`src/rtl/fetch_pkg.sv`:
```
// Shared types and constants for the instruction fetch stage.
package fetch_pkg;

    localparam int INSTR_W = 32;

    localparam logic [INSTR_W-1:0] DEFAULT_NOP_INSTR = 32'h0000_0000;
    localparam logic [INSTR_W-1:0] DEFAULT_RESET_PC  = 32'h0000_0000;

    typedef enum logic [1:0] {
        S_IDLE = 2'd0,
        S_REQ  = 2'd1,
        S_HOLD = 2'd2
    } fetch_state_e;

    // Sequential PC; wraps modulo 2^32.
    function automatic logic [INSTR_W-1:0] pc_plus4(input logic [INSTR_W-1:0] pc_in);
        return pc_in + 32'd4;
    endfunction

endpackage

```
`src/rtl/fetch_stage_if.sv`:
```
// Instruction memory request/response bus between the fetch stage and imem.
interface fetch_stage_if;
    import fetch_pkg::*;

    logic               req;
    logic [INSTR_W-1:0] addr;
    logic               ack;
    logic [INSTR_W-1:0] rdata;

    modport master (
        output req,
        output addr,
        input  ack,
        input  rdata
    );

    modport slave (
        input  req,
        input  addr,
        output ack,
        output rdata
    );

endinterface

```
`src/rtl/fetch_skid_buf.sv`:
```
// One-entry skid register that parks a fetched instruction while IF/ID is stalled.
module fetch_skid_buf
    import fetch_pkg::*;
(
    input  logic               clk,
    input  logic               rst,
    input  logic               load,
    input  logic               clear,
    input  logic               unload,
    input  logic [INSTR_W-1:0] load_instr,
    input  logic [INSTR_W-1:0] load_pc,
    output logic               valid,
    output logic [INSTR_W-1:0] instr,
    output logic [INSTR_W-1:0] pc
);

    // Clear (flush) wins over load so a redirect never leaves stale data behind.
    always_ff @(posedge clk) begin
        if (rst || clear) begin
            valid <= 1'b0;
            instr <= '0;
            pc    <= '0;
        end else if (load) begin
            valid <= 1'b1;
            instr <= load_instr;
            pc    <= load_pc;
        end else if (unload) begin
            valid <= 1'b0;
        end
    end

endmodule

```
`src/rtl/fetch_stage.sv`:
```
// Instruction fetch stage: imem request FSM, IF/ID pipeline register and next-PC select.
// state  | meaning
// S_IDLE | first cycle out of reset, no request
// S_REQ  | request outstanding at pc, waiting for ack
// S_HOLD | response parked in skid while IF/ID is stalled, no request
module fetch_stage
    import fetch_pkg::*;
#(
    parameter logic [INSTR_W-1:0] RESET_PC  = DEFAULT_RESET_PC,
    parameter logic [INSTR_W-1:0] NOP_INSTR = DEFAULT_NOP_INSTR
)
(
    input  logic               clk,
    input  logic               rst,
    input  logic [INSTR_W-1:0] pc,
    output logic [INSTR_W-1:0] pc_next,
    input  logic               redirect_valid,
    input  logic [INSTR_W-1:0] redirect_target,
    input  logic               stall,
    fetch_stage_if.master      imem,
    output logic               if_valid,
    output logic [INSTR_W-1:0] if_instr,
    output logic [INSTR_W-1:0] if_pc,
    output logic [INSTR_W-1:0] if_pc_plus4
);

    fetch_state_e state;
    fetch_state_e state_nxt;

    logic               accept;
    logic               skid_load;
    logic               skid_clear;
    logic               skid_unload;
    logic               ifid_load_mem;
    logic               ifid_load_skid;
    logic               skid_valid;
    logic [INSTR_W-1:0] skid_instr;
    logic [INSTR_W-1:0] skid_pc;

    assign imem.addr = pc;

    always_ff @(posedge clk) begin
        if (rst) begin
            state <= S_IDLE;
        end else begin
            state <= state_nxt;
        end
    end

    always_comb begin
        state_nxt      = state;
        imem.req       = 1'b0;
        accept         = 1'b0;
        skid_load      = 1'b0;
        skid_clear     = 1'b0;
        skid_unload    = 1'b0;
        ifid_load_mem  = 1'b0;
        ifid_load_skid = 1'b0;

        case (state)
            S_IDLE: begin
                state_nxt = S_REQ;
            end
            S_REQ: begin
                imem.req = 1'b1;
                accept   = imem.ack && !redirect_valid;
                if (accept) begin
                    if (stall) begin
                        skid_load = 1'b1;
                        state_nxt = S_HOLD;
                    end else begin
                        ifid_load_mem = 1'b1;
                    end
                end
            end
            S_HOLD: begin
                if (!stall) begin
                    skid_unload    = 1'b1;
                    ifid_load_skid = skid_valid;
                    state_nxt      = S_REQ;
                end
            end
            default: begin
                state_nxt = S_IDLE;
            end
        endcase

        // A flush beats stall and any response arriving in the same cycle.
        if (redirect_valid) begin
            state_nxt      = S_REQ;
            skid_clear     = 1'b1;
            skid_load      = 1'b0;
            skid_unload    = 1'b0;
            ifid_load_mem  = 1'b0;
            ifid_load_skid = 1'b0;
        end

        // Reset is synchronous, so outputs are gated here to look idle immediately.
        if (rst) begin
            state_nxt      = S_IDLE;
            imem.req       = 1'b0;
            accept         = 1'b0;
            skid_load      = 1'b0;
            skid_clear     = 1'b0;
            skid_unload    = 1'b0;
            ifid_load_mem  = 1'b0;
            ifid_load_skid = 1'b0;
        end
    end

    always_comb begin
        if (rst) begin
            pc_next = RESET_PC;
        end else if (redirect_valid) begin
            pc_next = redirect_target;
        end else if (accept) begin
            pc_next = pc_plus4(pc);
        end else begin
            pc_next = pc;
        end
    end

    fetch_skid_buf u_skid (
        .clk        (clk),
        .rst        (rst),
        .load       (skid_load),
        .clear      (skid_clear),
        .unload     (skid_unload),
        .load_instr (imem.rdata),
        .load_pc    (pc),
        .valid      (skid_valid),
        .instr      (skid_instr),
        .pc         (skid_pc)
    );

    always_ff @(posedge clk) begin
        if (rst) begin
            if_valid    <= 1'b0;
            if_instr    <= NOP_INSTR;
            if_pc       <= '0;
            if_pc_plus4 <= '0;
        end else if (redirect_valid) begin
            if_valid <= 1'b0;
            if_instr <= NOP_INSTR;
        end else if (ifid_load_mem) begin
            if_valid    <= 1'b1;
            if_instr    <= imem.rdata;
            if_pc       <= pc;
            if_pc_plus4 <= pc_plus4(pc);
        end else if (ifid_load_skid) begin
            if_valid    <= 1'b1;
            if_instr    <= skid_instr;
            if_pc       <= skid_pc;
            if_pc_plus4 <= pc_plus4(skid_pc);
        end
    end

endmodule

```
`src/flat_wrapper.sv`:
```
// flat-port wrapper written by rule: the top's interface ports become plain ports
module fetch_stage_flat import fetch_pkg::*;
#(
    parameter logic [INSTR_W-1:0] RESET_PC  = DEFAULT_RESET_PC,
    parameter logic [INSTR_W-1:0] NOP_INSTR = DEFAULT_NOP_INSTR
)
  (clk, rst, pc, pc_next, redirect_valid, redirect_target, stall, if_valid, if_instr, if_pc, if_pc_plus4, imem_req, imem_addr, imem_ack, imem_rdata);
  fetch_stage_if imem_i ();
  input  logic clk;
  input  logic rst;
  input  logic [INSTR_W-1:0] pc;
  output logic [INSTR_W-1:0] pc_next;
  input  logic redirect_valid;
  input  logic [INSTR_W-1:0] redirect_target;
  input  logic stall;
  output logic if_valid;
  output logic [INSTR_W-1:0] if_instr;
  output logic [INSTR_W-1:0] if_pc;
  output logic [INSTR_W-1:0] if_pc_plus4;
  output wire logic [$bits(imem_i.req)-1:0] imem_req;
  output wire logic [$bits(imem_i.addr)-1:0] imem_addr;
  input wire logic [$bits(imem_i.ack)-1:0] imem_ack;
  input wire logic [$bits(imem_i.rdata)-1:0] imem_rdata;
  assign imem_req = imem_i.req;
  assign imem_addr = imem_i.addr;
  assign imem_i.ack = imem_ack;
  assign imem_i.rdata = imem_rdata;
  fetch_stage #(.RESET_PC(RESET_PC), .NOP_INSTR(NOP_INSTR)) u_core (.clk(clk), .rst(rst), .pc(pc), .pc_next(pc_next), .redirect_valid(redirect_valid), .redirect_target(redirect_target), .stall(stall), .imem(imem_i), .if_valid(if_valid), .if_instr(if_instr), .if_pc(if_pc), .if_pc_plus4(if_pc_plus4));
endmodule
```
`config.mk`:
```
export PLATFORM = sky130hd
export DESIGN_NAME = fetch_stage_flat
export DESIGN_NICKNAME = d
export VERILOG_FILES = /design/src/rtl/fetch_pkg.sv /design/src/rtl/fetch_stage_if.sv /design/src/rtl/fetch_skid_buf.sv /design/src/rtl/fetch_stage.sv /design/src/flat_wrapper.sv
export SDC_FILE = /design/constraint.sdc
export NUM_CORES = 1
export LEC_CHECK = 0
export ABC_CLOCK_PERIOD_IN_PS = 2600
export BUFFER_PORTS_ARGS = -buffer_cell sky130_fd_sc_hd__clkbuf_2
export CORE_UTILIZATION = 47
export DETAILED_ROUTE_END_ITERATION = 16
export PLACE_DENSITY = 0.87
export SYNTH_ARGS = -nofsm -noshare
export SYNTH_HDL_FRONTEND = slang
export SYNTH_SLANG_ARGS = --single-unit
```
`constraint.sdc`:
```
create_clock -name clk -period 2.6 [get_ports clk]
set_clock_uncertainty 0.05 [all_clocks]
set_input_delay 0.52 -clock clk [delete_from_list [all_inputs] [get_ports clk]]
set_output_delay 0.52 -clock clk [all_outputs]
set_load 0.05 [all_outputs]
```
==> run_results.csv, run 1 <==
group,metric,value,unit
sta,slew_headroom,58.61,%
logic_synthesis,synth.top_cell.area_share,36.34,%
place,place_hpwl,22.13,mm
finish,drive_gt1_share,36.72,%
finish,nFillCells,1343,
worst_setup_path,path_max_fanout,2,
grt,antenna_found_initial,0,
clock_network,clockBufferDepth,2,
logic_synthesis,synthesis.area,8925,µm²
sta,rsz0062_at_grt,"true",
sta,timing.fmax,335.1,MHz
floorplanning,die_h,139.8,µm
drt,detail_route.vias_per_cell,6.020,
finish,area_growth,46.31,%
drt,firstDrtPassIters,6,
finish,fin_cells,1732,
sta,fin_crit_sh,114.8,%
floorplanning,num_rows,50,
grt,grt_use_total,33.48,%
drt,antenna_left,0,
finish,final_util,70.04,%
logic_synthesis,synth.distinct_cells,55,
drt,wirelength,33.87,mm
worst_setup_path,worstSetupPathType,"input port to output pin",
clock_network,cts_tree,"done",
sta,final.setup.worst_slack,-0.3844,ns
logic_synthesis,ys_seq_elements,162,
worst_setup_path,critPathRequiredTime,2.03,ns
pwr,power.density,490.3,nW/µm²
logic_synthesis,synthCells,1213,
finish,regArea,3246,µm²
floorplanning,io_pins,263,
logic_synthesis,synth_ff_type,"dfxtp_1",
grt,grt_pass1_vias,9899,
job,maxCapViolations,0,
min_path,hold_path_class,"input port to flop",
logic_synthesis,ys_seq_area_share,36.34,%
worst_setup_path,path_cells,"clkbuf_2 > and4_4 > and3_1 > or4b_4 > or3_4 > a311oi_4 > buf_8",
worst_setup_path,path_delay_family,"simple AND/OR/NAND/NOR gates",
clock_network,htreeDepth,4,
worst_setup_path,cp-start-kind,"input port",
sta,hold_viol,0,
clock_network,cts_made_buffers,17,
logic_synthesis,synthArstFlopShare,0,%
sta,min_period,2.984,ns
finish,n_antenna_cell,0,
clock_network,cts.sink_count,162,
outcome,violations,"negative setup slack",
worst_setup_path,crit_buf_inv,2,
worst_setup_path,worstSetupEndpointType,"output pin",
logic_synthesis,synth_most_common_cell,"nand2_1",
sta,tightest_slew,0.6209,ns
floorplanning,start_util,47.87,%
outcome,status,"complete, but fails checks",
drt,drtIter0Drc,1122,
sta,drv_slew,0,
logic_synthesis,synth_edf_count,0,
floorplanning,core,18640,µm²
finish,multi_input_area,5761,µm²
logic_synthesis,synth_area_leaders,"dfxtp_1 (36%), nand2_1 (13%), a311oi_1 (6.5%), a21oi_1 (4.6%), nor2_1 (4.5%)",
place,gp_congestion,0.9351,
place,portBuffers,262,
finish,nets,1588,
clock_network,root_buffer,"clkbuf_16",
grt,grt_first_pass_wirelength,52.22,mm
worst_setup_path,arrival,2.41,ns
sta,setup_violations,25,
logic_synthesis,syn-num-nets,1316,
logic_synthesis,yosysWarningCount,0,
logic_synthesis,netlist_top_cells_count,"nand2_1 (301), dfxtp_1 (162), nor2_1 (108), clkbuf_1 (86), a21oi_1 (82)",
pwr,ir_drop,486.9,µV
logic_synthesis,syn_avg_cell_area,7.358,µm²
floorplanning,die_area,19540,µm²
clock_network,clkTransAtPathRegs,0.08,ns
worst_setup_path,slowest_delay,0.49,ns
drt,drc,0,
grt,grt_max_degree,61,
floorplanning,die_x,139.8,µm
grt,overflow,0,
clock_network,clock_latency,0.43,ns
pwr,leakage,4.979,nW
logic_synthesis,yosysTopAreaCell,"dfxtp_1",
worst_setup_path,slowest_stage,"or4b_4",
sta,tns,-4.708,ns
place,dp_cells,1670,
drt,route.vias.total,10430,
sta,hold_ws,0.2634,ns
drt,post_drt_wl_per_cell,19.55,µm
==> repair_timing <==
item                       in CTS  in global routing
setup endpoints to repair      29                 30
hold buffers                    0                  0
resized for setup             117                 63
pin swaps                      35                 23
hold endpoints to repair        0                  0
setup buffers                  24                  9
==> through the flow <==
stage | power [mW] | setup WS (ns) | cell area, µm²
CTS | 6.328 | -0.3712 | 12820
global placement | 3.607 | -0.4365 | 11390
finish | 6.403 | -0.3844 | 13060
detailed placement | 3.624 | -0.4877 | 11390
floorplan | 3.278 | -0.4492 | 9515
global route | 6.566 | -0.4009 | 13060
==> per-layer routing <==
metal | routed length (µm) | part of all wire (%) | GRT usage (%) | vias up
met4 | 1387 | 4.1 | 15.56 | 0
met1 | 12830 | 38 | 40.55 | 4921
met3 | 3218 | 9.5 | 6.951 | 124
met2 | 16440 | 49 | 56.82 | 666
met5 | 0 | 0 | 0 | -
li1 | - | - | - | 4715
==> where the power goes <==
| group | internal [mW] | switching (mW) |
|---|---|---|
| combinational | 0.454 | 0.782 |
| clock | 1.47 | 1.18 |
| sequential | 2.50 | 0.0173 |
| total | 4.43 | 1.98 |
==> cell type report <==
class	count	share of cell area (%)
Multi-Input combinational cell	885	44.12
Clock inverter	15	1.437
Inverter	13	0.3737
Sequential cell	162	24.86
Clock buffer	17	3.258
Timing Repair Buffer	406	23.72
Tap cell	234	2.242
==> flip-flops by register name (all words and copies together) (netlist names) <==
signal               count
u_core.if_valid          1
u_core.u_skid.instr     32
u_core.u_skid.valid      1
u_core.if_pc            30
u_core.if_instr         32
u_core.u_skid.pc        32
u_core.state             2
u_core.if_pc_plus4      32
==> cell usage in the layout (no fill, tap or decap), types with 6 or more instances in the layout <==
cell type / instances
nor4_4: 9
nor3_2: 6
buf_6: 18
nand4_1: 18
o21a_1: 6
clkbuf_2: 223
o21ai_0: 15
and4_1: 6
buf_8: 28
nor3_4: 7
a311oi_1: 64
o31a_1: 9
xor2_1: 17
nand2_1: 296
nor2_1: 101
nor3_1: 27
xnor2_2: 13
inv_1: 12
mux2i_1: 11
xnor2_1: 26
a21oi_1: 79
buf_12: 25
nand3_1: 34
clkbuf_16: 17
dfxtp_1: 160
o211ai_1: 8
buf_4: 108
nor4_1: 16
o31ai_1: 7
a211oi_4: 18
==> worst reg2reg max path, delay by kind of cell, from the launching register on <==
kind                   cells  cell delay, ns
buffers and inverters      6            0.95
AOI/OAI and AO/OA          1            0.10
muxes                      1            0.26
and+or+nand+nor            2            0.75
DFF                        1            0.32
==> logic make-up after synthesis <==
logic type / count (synthesis) / synth area share [%]
simple gates: 581 / 29.34
compound gates: 231 / 18.01
buf+inv: 166 / 8.902
flops: 162 / 36.34
xor+xnor: 60 / 5.888
mux: 11 / 1.234
fa+ha+maj: 2 / 0.2803
==> worst paths after layout <==
path,from,endpoint,slack [ns],cells after the start
worst max register to register,u_core.state[1],u_core.if_pc_plus4[14],0.06,10
worst max-delay path,pc[12],pc_next[31],-0.38,7
worst min-delay path,imem_rdata[17],u_core.u_skid.instr[17],0.26,3
worst min register to register,u_core.u_skid.instr[16],u_core.u_skid.instr[16],0.40,2
(Power assumes the default switching activity.)
==> inputs of run 2 (changes only) <==
Settings changed: ABC_AREA from default to 1, CELL_PAD_IN_SITES_DETAIL_PLACEMENT from default to 0, CELL_PAD_IN_SITES_GLOBAL_PLACEMENT from default to 1, CORE_UTILIZATION 47 to 33, PLACE_DENSITY 0.87 to 0.88.
==> run 2 against run 1 <==
Net effect:
- the run ends with design-rule violations left
- final cell count up 17%
- global-route usage fell by 7.6 points
- via count rose by 0.13%
- design area shrank 2.0%
- worst setup slack better by 0.41 ns
- wire length is 8.7% higher
- clock power about the same
==> run_results.csv, run 2 <==
group,metric,value,unit
clock_network,clock_latency,0.44,ns
drt,drtIter0Drc,839,
clock_network,clkTransAtPathRegs,0.08,ns
sta,rsz0062_at_grt,"true",
pwr,leakage,5.687,nW
finish,area_growth,41.74,%
logic_synthesis,ys_seq_area_share,35.92,%
sta,timing.fmax,388.6,MHz
drt,route.vias.total,10440,
worst_setup_path,worstSetupPathType,"flop to output pin",
finish,final_util,47.62,%
logic_synthesis,synth.top_cell.area_share,35.92,%
logic_synthesis,synth_most_common_cell,"nand2_1",
pwr,totalPowerFinal,6.243,mW
worst_setup_path,path_delay_family,"buffers and inverters",
outcome,status,"complete, but fails checks",
sta,tightest_slew,0.6035,ns
place,place_hpwl,26.30,mm
floorplanning,core,26880,µm²
grt,grt_use_total,25.89,%
drt,firstDrtPassIters,13,
sta,min_period,2.573,ns
grt,grt_pass1_vias,9686,
place,dp_cells,1970,
drt,detail_route.vias_per_cell,5.156,
floorplanning,die_area,28020,µm²
clock_network,clockBufferDepth,2,
sta,setup_violations,0,
min_path,hold-path-cell-count,3,
outcome,violations,"design-rule violations",
logic_synthesis,syn_avg_cell_area,6.566,µm²
clock_network,cts_hold_buf,0,
logic_synthesis,ys_seq_elements,162,
place,place_area,11490,µm²
job,maxCapViolations,0,
worst_setup_path,worstSetupEndpointType,"output pin",
drt,wirelength,36.83,mm
drt,antenna_left,0,
worst_setup_path,cp-start-kind,"flop",
sta,drv_slew,0,
grt,antenna_found_initial,0,
worst_setup_path,slowest_stage,"bufbuf_16",
clock_network,cts.sink_count,162,
worst_setup_path,rr_startpoint,"u_core.u_skid.pc[3]",
floorplanning,die_x,167.4,µm
floorplanning,io_pins,263,
place,post-place-ws,-0.2726,ns
sta,fin_crit_sh,98.97,%
worst_setup_path,arrival,2.00,ns
logic_synthesis,synth_ff_type,"dfxtp_1",
clock_network,htreeDepth,4,
worst_setup_path,path_cells,"inv_2 > nand2_4 > nor2_4 > nand2_4 > bufbuf_16 > nand3_1 > a21oi_1 > a21o_1 > buf_12",
pwr,ir_drop,371.5,µV
clock_network,cts_made_buffers,17,
min_path,holdPathEnd,"u_core.u_skid.instr[12]",
grt,overflow,0,
worst_setup_path,r2r-end,"u_core.if_pc_plus4[18]",
floorplanning,num_rows,60,
logic_synthesis,synthArstFlopShare,0,%
sta,slew_headroom,59.76,%
finish,stdcell_area,12800,µm²
logic_synthesis,synth.distinct_cells,44,
worst_setup_path,worst_path_most_repeated_cell,"nand2_4",
logic_synthesis,synthCells,1375,
worst_setup_path,slowest_delay,0.34,ns
grt,grt_max_degree,61,
finish,nets,1774,
sta,final.setup.worst_slack,0.02684,ns
logic_synthesis,yosysTopAreaCell,"dfxtp_1",
finish,fin_cells,2025,
floorplanning,die_h,167.4,µm
worst_setup_path,cp_num_cells,9,
pwr,power.density,487.8,nW/µm²
logic_synthesis,netlist_top_cells_count,"nand2_1 (376), dfxtp_1 (162), o21ai_0 (150), nor2_1 (138), nand3_1 (89)",
drt,drc,1,
finish,n_antenna_cell,0,
floorplanning,start_util,33.59,%
logic_synthesis,synth_edf_count,0,
worst_setup_path,rr_worst_depth,10,
worst_setup_path,crit_buf_inv,3,
logic_synthesis,synthesis.area,9029,µm²
min_path,min-delay-start,"imem_rdata[12]",
grt,grt_first_pass_wirelength,55.55,mm
finish,layout_commonest_cell,"nand2_1",
finish,final_cell_mix,"nand2_1 (366), clkbuf_2 (226), dfxtp_1 (160), o21ai_0 (128), nor2_1 (121)",
clock_network,cts_tree,"done",
logic_synthesis,yosysWarningCount,0,
sta,hold_ws,0.2640,ns
worst_setup_path,rrSetupSlack,0.45,ns
sta,hold_viol,0,
place,portBuffers,262,
logic_synthesis,syn-num-nets,1478,
clock_network,root_buffer,"clkbuf_16",
min_path,hold_path_class,"input port to flop",
finish,drive_gt1_share,31.41,%
sta,tns,0,ns
drt,post_drt_wl_per_cell,18.19,µm
worst_setup_path,critPathRequiredTime,2.03,ns
place,gp_congestion,0.9148,
worst_setup_path,path_max_fanout,15,
logic_synthesis,synth_area_leaders,"dfxtp_1 (36%), nand2_1 (16%), o21ai_0 (8.3%), nor2_1 (5.7%), nand3_1 (4.9%)",
-- run 2: cell count changes after synthesis, sizes merged, moves of 18 or more --
cell    before  now
a211oi      20    1
a311oi      66    0
a31oi        2   57
buf         64   86
clkbuf      89   31
inv         13   88
nand2      301  381
nand3       44   90
nand4       20    2
nor2       108  154
nor3        40    2
nor4        26    0
o21ai       16  169
xnor2       41    5
-- run 2: cell families after synthesis --
logic type / Yosys count / share of synthesized area (%)
AO/OA/AOI/OAI: 335 / 20.45
XOR/XNOR: 25 / 2.425
adder cells (fa/ha/maj): 2 / 0.2771
buffers and inverters: 208 / 11.28
flip-flops: 162 / 35.92
AND/OR/NAND/NOR: 643 / 29.64
-- run 2: what timing repair did --
item | in CTS | in global routing
gates cloned | 2 | 2
setup buffers | 6 | 13
resized for setup | 49 | 89
pin swaps | 20 | 37
setup endpoints to repair | 26 | 29
-- run 2: worst register-to-register path, delay by kind of cell, from the launching register on --
family / cells / cell delay [ns]
and+or+nand+nor: 6 / 1.08
DFF: 1 / 0.39
adders and majority gates: 1 / 0.20
AOI/OAI and AO/OA: 1 / 0.15
xor gates and xnor gates: 1 / 0.14
buffers and inverters: 1 / 0.05
-- run 2: report_power, final --
group | total [mW] | internal (mW) | switching (mW)
clock | 2.63 | 1.31 | 1.32
sequential | 2.52 | 2.50 | 0.0158
combinational | 1.10 | 0.407 | 0.695
-- run 2: layout make-up --
cell class	count	area [µm²]
well taps	341	426.7
fillers	2722	14080
clock buffers	17	425.4
inverters	91	357.8
multi-input cells	1005	5135
flip-flops and latches	162	3246
repair buffers	394	3015
clock inverters	15	191.4
-- run 2: how the worst max path moves through the flow --
stage	slack [ns]	endpoint	startpoint
CTS	-0.005	pc_next[21]	u_core.state[1]
detailed placement	-0.27	pc_next[16]	pc[2]
finish	0.03	pc_next[15]	u_core.state[1]
floorplan	-0.24	pc_next[0]	redirect_valid
global route	-0.04	pc_next[15]	u_core.state[1]
global placement	-0.22	pc_next[16]	pc[2]
-- run 2: metal layers --
layer  vias up  track usage [%]  wire length (µm)  part of all wire, %
met2       432            43.30             17550                   48
met3        57            5.152              2772                  7.5
met4         0            10.01              1107                  3.0
met5         -                0                 0                    0
met1      4874            32.67             15400                   42
li1       5077                -                 -                    -
==> inputs of run 3 (changes only) <==
Settings changed: GPL_TIMING_DRIVEN from default to 0, REMOVE_ABC_BUFFERS from default to 1.
==> run 3 against run 2 <==
Net effect:
- the run ends with negative setup slack left
- fmax is 2.8% lower
- critical path type is now input port to output pin
- largest power group unchanged
- design area is 6.7% lower
- largest cell class unchanged
- final cell count is 3.9% lower
- first-iteration DRC count down 5.4%
==> run_results.csv, run 3 (synthesis results as in run 2) <==
group,metric,value,unit
clock_network,htreeDepth,4,
finish,multi_input_area,5194,µm²
drt,antenna_left,0,
worst_setup_path,slowest_stage,"inv_6",
sta,setup_violations,7,
drt,post_drt_wl_per_cell,18.83,µm
pwr,leakage,5.158,nW
grt,grt_max_degree,92,
place,dp_cells,1865,
finish,drive_gt1_share,27.54,%
min_path,hold_path_class,"input port to flop",
worst_setup_path,path_cells,"clkbuf_16 > inv_6 > nand2_8 > clkinvlp_4 > buf_8 > o21ai_2 > a21oi_2 > a21oi_1 > nor2_1 > clkbuf_8",
clock_network,root_buffer,"clkbuf_16",
sta,drv_slew,0,
clock_network,clkTransAtPathRegs,0.07,ns
worst_setup_path,arrival,2.08,ns
sta,min_period,2.647,ns
sta,final.setup.worst_slack,-0.04666,ns
drt,drc,0,
worst_setup_path,path_max_fanout,35,
pwr,power.density,508.2,nW/µm²
pwr,pwr-share-comb,16.1,%
grt,grt_use_total,25.71,%
finish,regArea,3246,µm²
finish,final_cell_mix,"nand2_1 (367), clkbuf_2 (218), dfxtp_1 (160), o21ai_0 (128), nor2_1 (122)",
pwr,switching_share,30.34,%
worst_setup_path,crit_buf_inv,5,
worst_setup_path,slowest_delay,0.28,ns
pwr,p_sw,1.841,mW
finish,layout_commonest_cell,"nand2_1",
worst_setup_path,cp-start-kind,"input port",
finish,n_antenna_cell,0,
finish,final_util,44.42,%
finish,area_growth,32.23,%
sta,timing.fmax,377.8,MHz
sta,rsz0062_at_grt,"true",
grt,grt_first_pass_wirelength,55.33,mm
place,post-place-ws,-3.116,ns
job,maxCapViolations,0,
place,gp_congestion,0.8940,
finish,nets,1696,
sta,fin_crit_sh,101.8,%
pwr,totalPowerFinal,6.067,mW
clock_network,cts.sink_count,162,
worst_setup_path,critPathRequiredTime,2.03,ns
sta,tightest_slew,1.245,ns
drt,detail_route.vias_per_cell,5.252,
worst_setup_path,worstSetupEndpointType,"output pin",
floorplanning,die_x,167.4,µm
place,place_hpwl,21.07,mm
grt,grt_pass1_vias,9563,
sta,slew_headroom,16.78,%
worst_setup_path,cp_num_cells,10,
pwr,ir_drop,354.8,µV
floorplanning,num_rows,60,
clock_network,cts_tree,"done",
worst_setup_path,worstSetupPathType,"input port to output pin",
floorplanning,start_util,33.59,%
drt,route.vias.total,10220,
place,place_area,10200,µm²
drt,wirelength,36.64,mm
sta,hold_viol,0,
clock_network,clockBufferDepth,2,
min_path,hold-path-cell-count,3,
worst_setup_path,path_delay_family,"buffers and inverters",
place,portBuffers,262,
floorplanning,io_pins,263,
finish,fin_cells,1946,
pwr,pwr-share-seq,41.5,%
grt,overflow,0,
pwr,clkPwrFrac,42.4,%
drt,firstDrtPassIters,5,
floorplanning,core,26880,µm²
floorplanning,die_area,28020,µm²
finish,nFillCells,2813,
clock_network,cts_made_buffers,17,
pwr,p_int,4.226,mW
worst_setup_path,rr_worst_depth,14,
floorplanning,die_h,167.4,µm
outcome,violations,"negative setup slack",
grt,antenna_found_initial,1,
finish,stdcell_area,11940,µm²
outcome,status,"complete, but fails checks",
drt,drtIter0Drc,794,
clock_network,clock_latency,0.43,ns
[run 3: power groups by stage]
stage	Combinational [mW]	Sequential (mW)	Clock, mW
after floorplan	0.333	2.61	0
after global placement	0.769	2.57	0
after detailed placement	0.781	2.57	0
after CTS	0.928	2.52	2.62
after global routing	1.03	2.52	2.70
final	0.977	2.52	2.57
[run 3: worst reg2reg max path, cell delays in order, from the launching register on]
cell and delay (ns):
dfxtp_2 0.33, inv_2 0.07, nand2_4 0.06, nor2_4 0.09, buf_12 0.14, buf_8 0.10, buf_12 0.10, nand2_8 0.12
buf_4 0.19, nor2_4 0.29, buf_12 0.25, inv_2 0.09, buf_12 0.18, o21ai_0 0.22, a21oi_1 0.06
[run 3: repair_timing]
action | CTS | global route
gates resized for setup | 144 | 77
cloned | 11 | 1
setup buffers | 25 | 13
endpoints found under the hold margin | 0 | 0
pin swaps | 26 | 23
setup endpoints to repair | 193 | 84
hold buffers | 0 | 0
[run 3: layer usage]
metal	wire length [µm]	share of wire, %	track usage (%)	vias to the layer above
met5	0	0	0	-
met4	1288	3.5	10.01	0
met3	3122	8.5	6.287	78
met2	16750	46	42.26	447
met1	15480	42	32.31	4766
li1	-	-	-	4929
[run 3: stage by stage]
step	hold slack [ns]	TNS, ns
after floorplan	0.3747	-247.94
after global routing	0.2601	-1.341
final	0.2749	-0.1382
after detailed placement	0.3895	-406.27
after global placement	0.3851	-905.14
after CTS	0.2606	-0.3389
[run 3: layout make-up]
cell class                      instances  share of cell area, %
Clock buffer                           17                  3.563
Clock inverter                         14                  1.279
Inverter                               91                  3.333
Multi-Input combinational cell       1014                  43.50
Sequential cell                       162                  27.18
Tap cell                              341                  3.574
Timing Repair Buffer                  306                  17.50
Timing Repair inverter                  1                0.06288
[run 3: worst paths after layout]
kind | slack, ns | startpoint | end
max reg2reg | 0.16 | u_core.state[1] | u_core.u_skid.pc[7]
max | -0.05 | rst | pc_next[7]
min | 0.27 | imem_rdata[8] | u_core.u_skid.instr[8]
min reg2reg | 0.40 | u_core.u_skid.instr[1] | u_core.u_skid.instr[1]
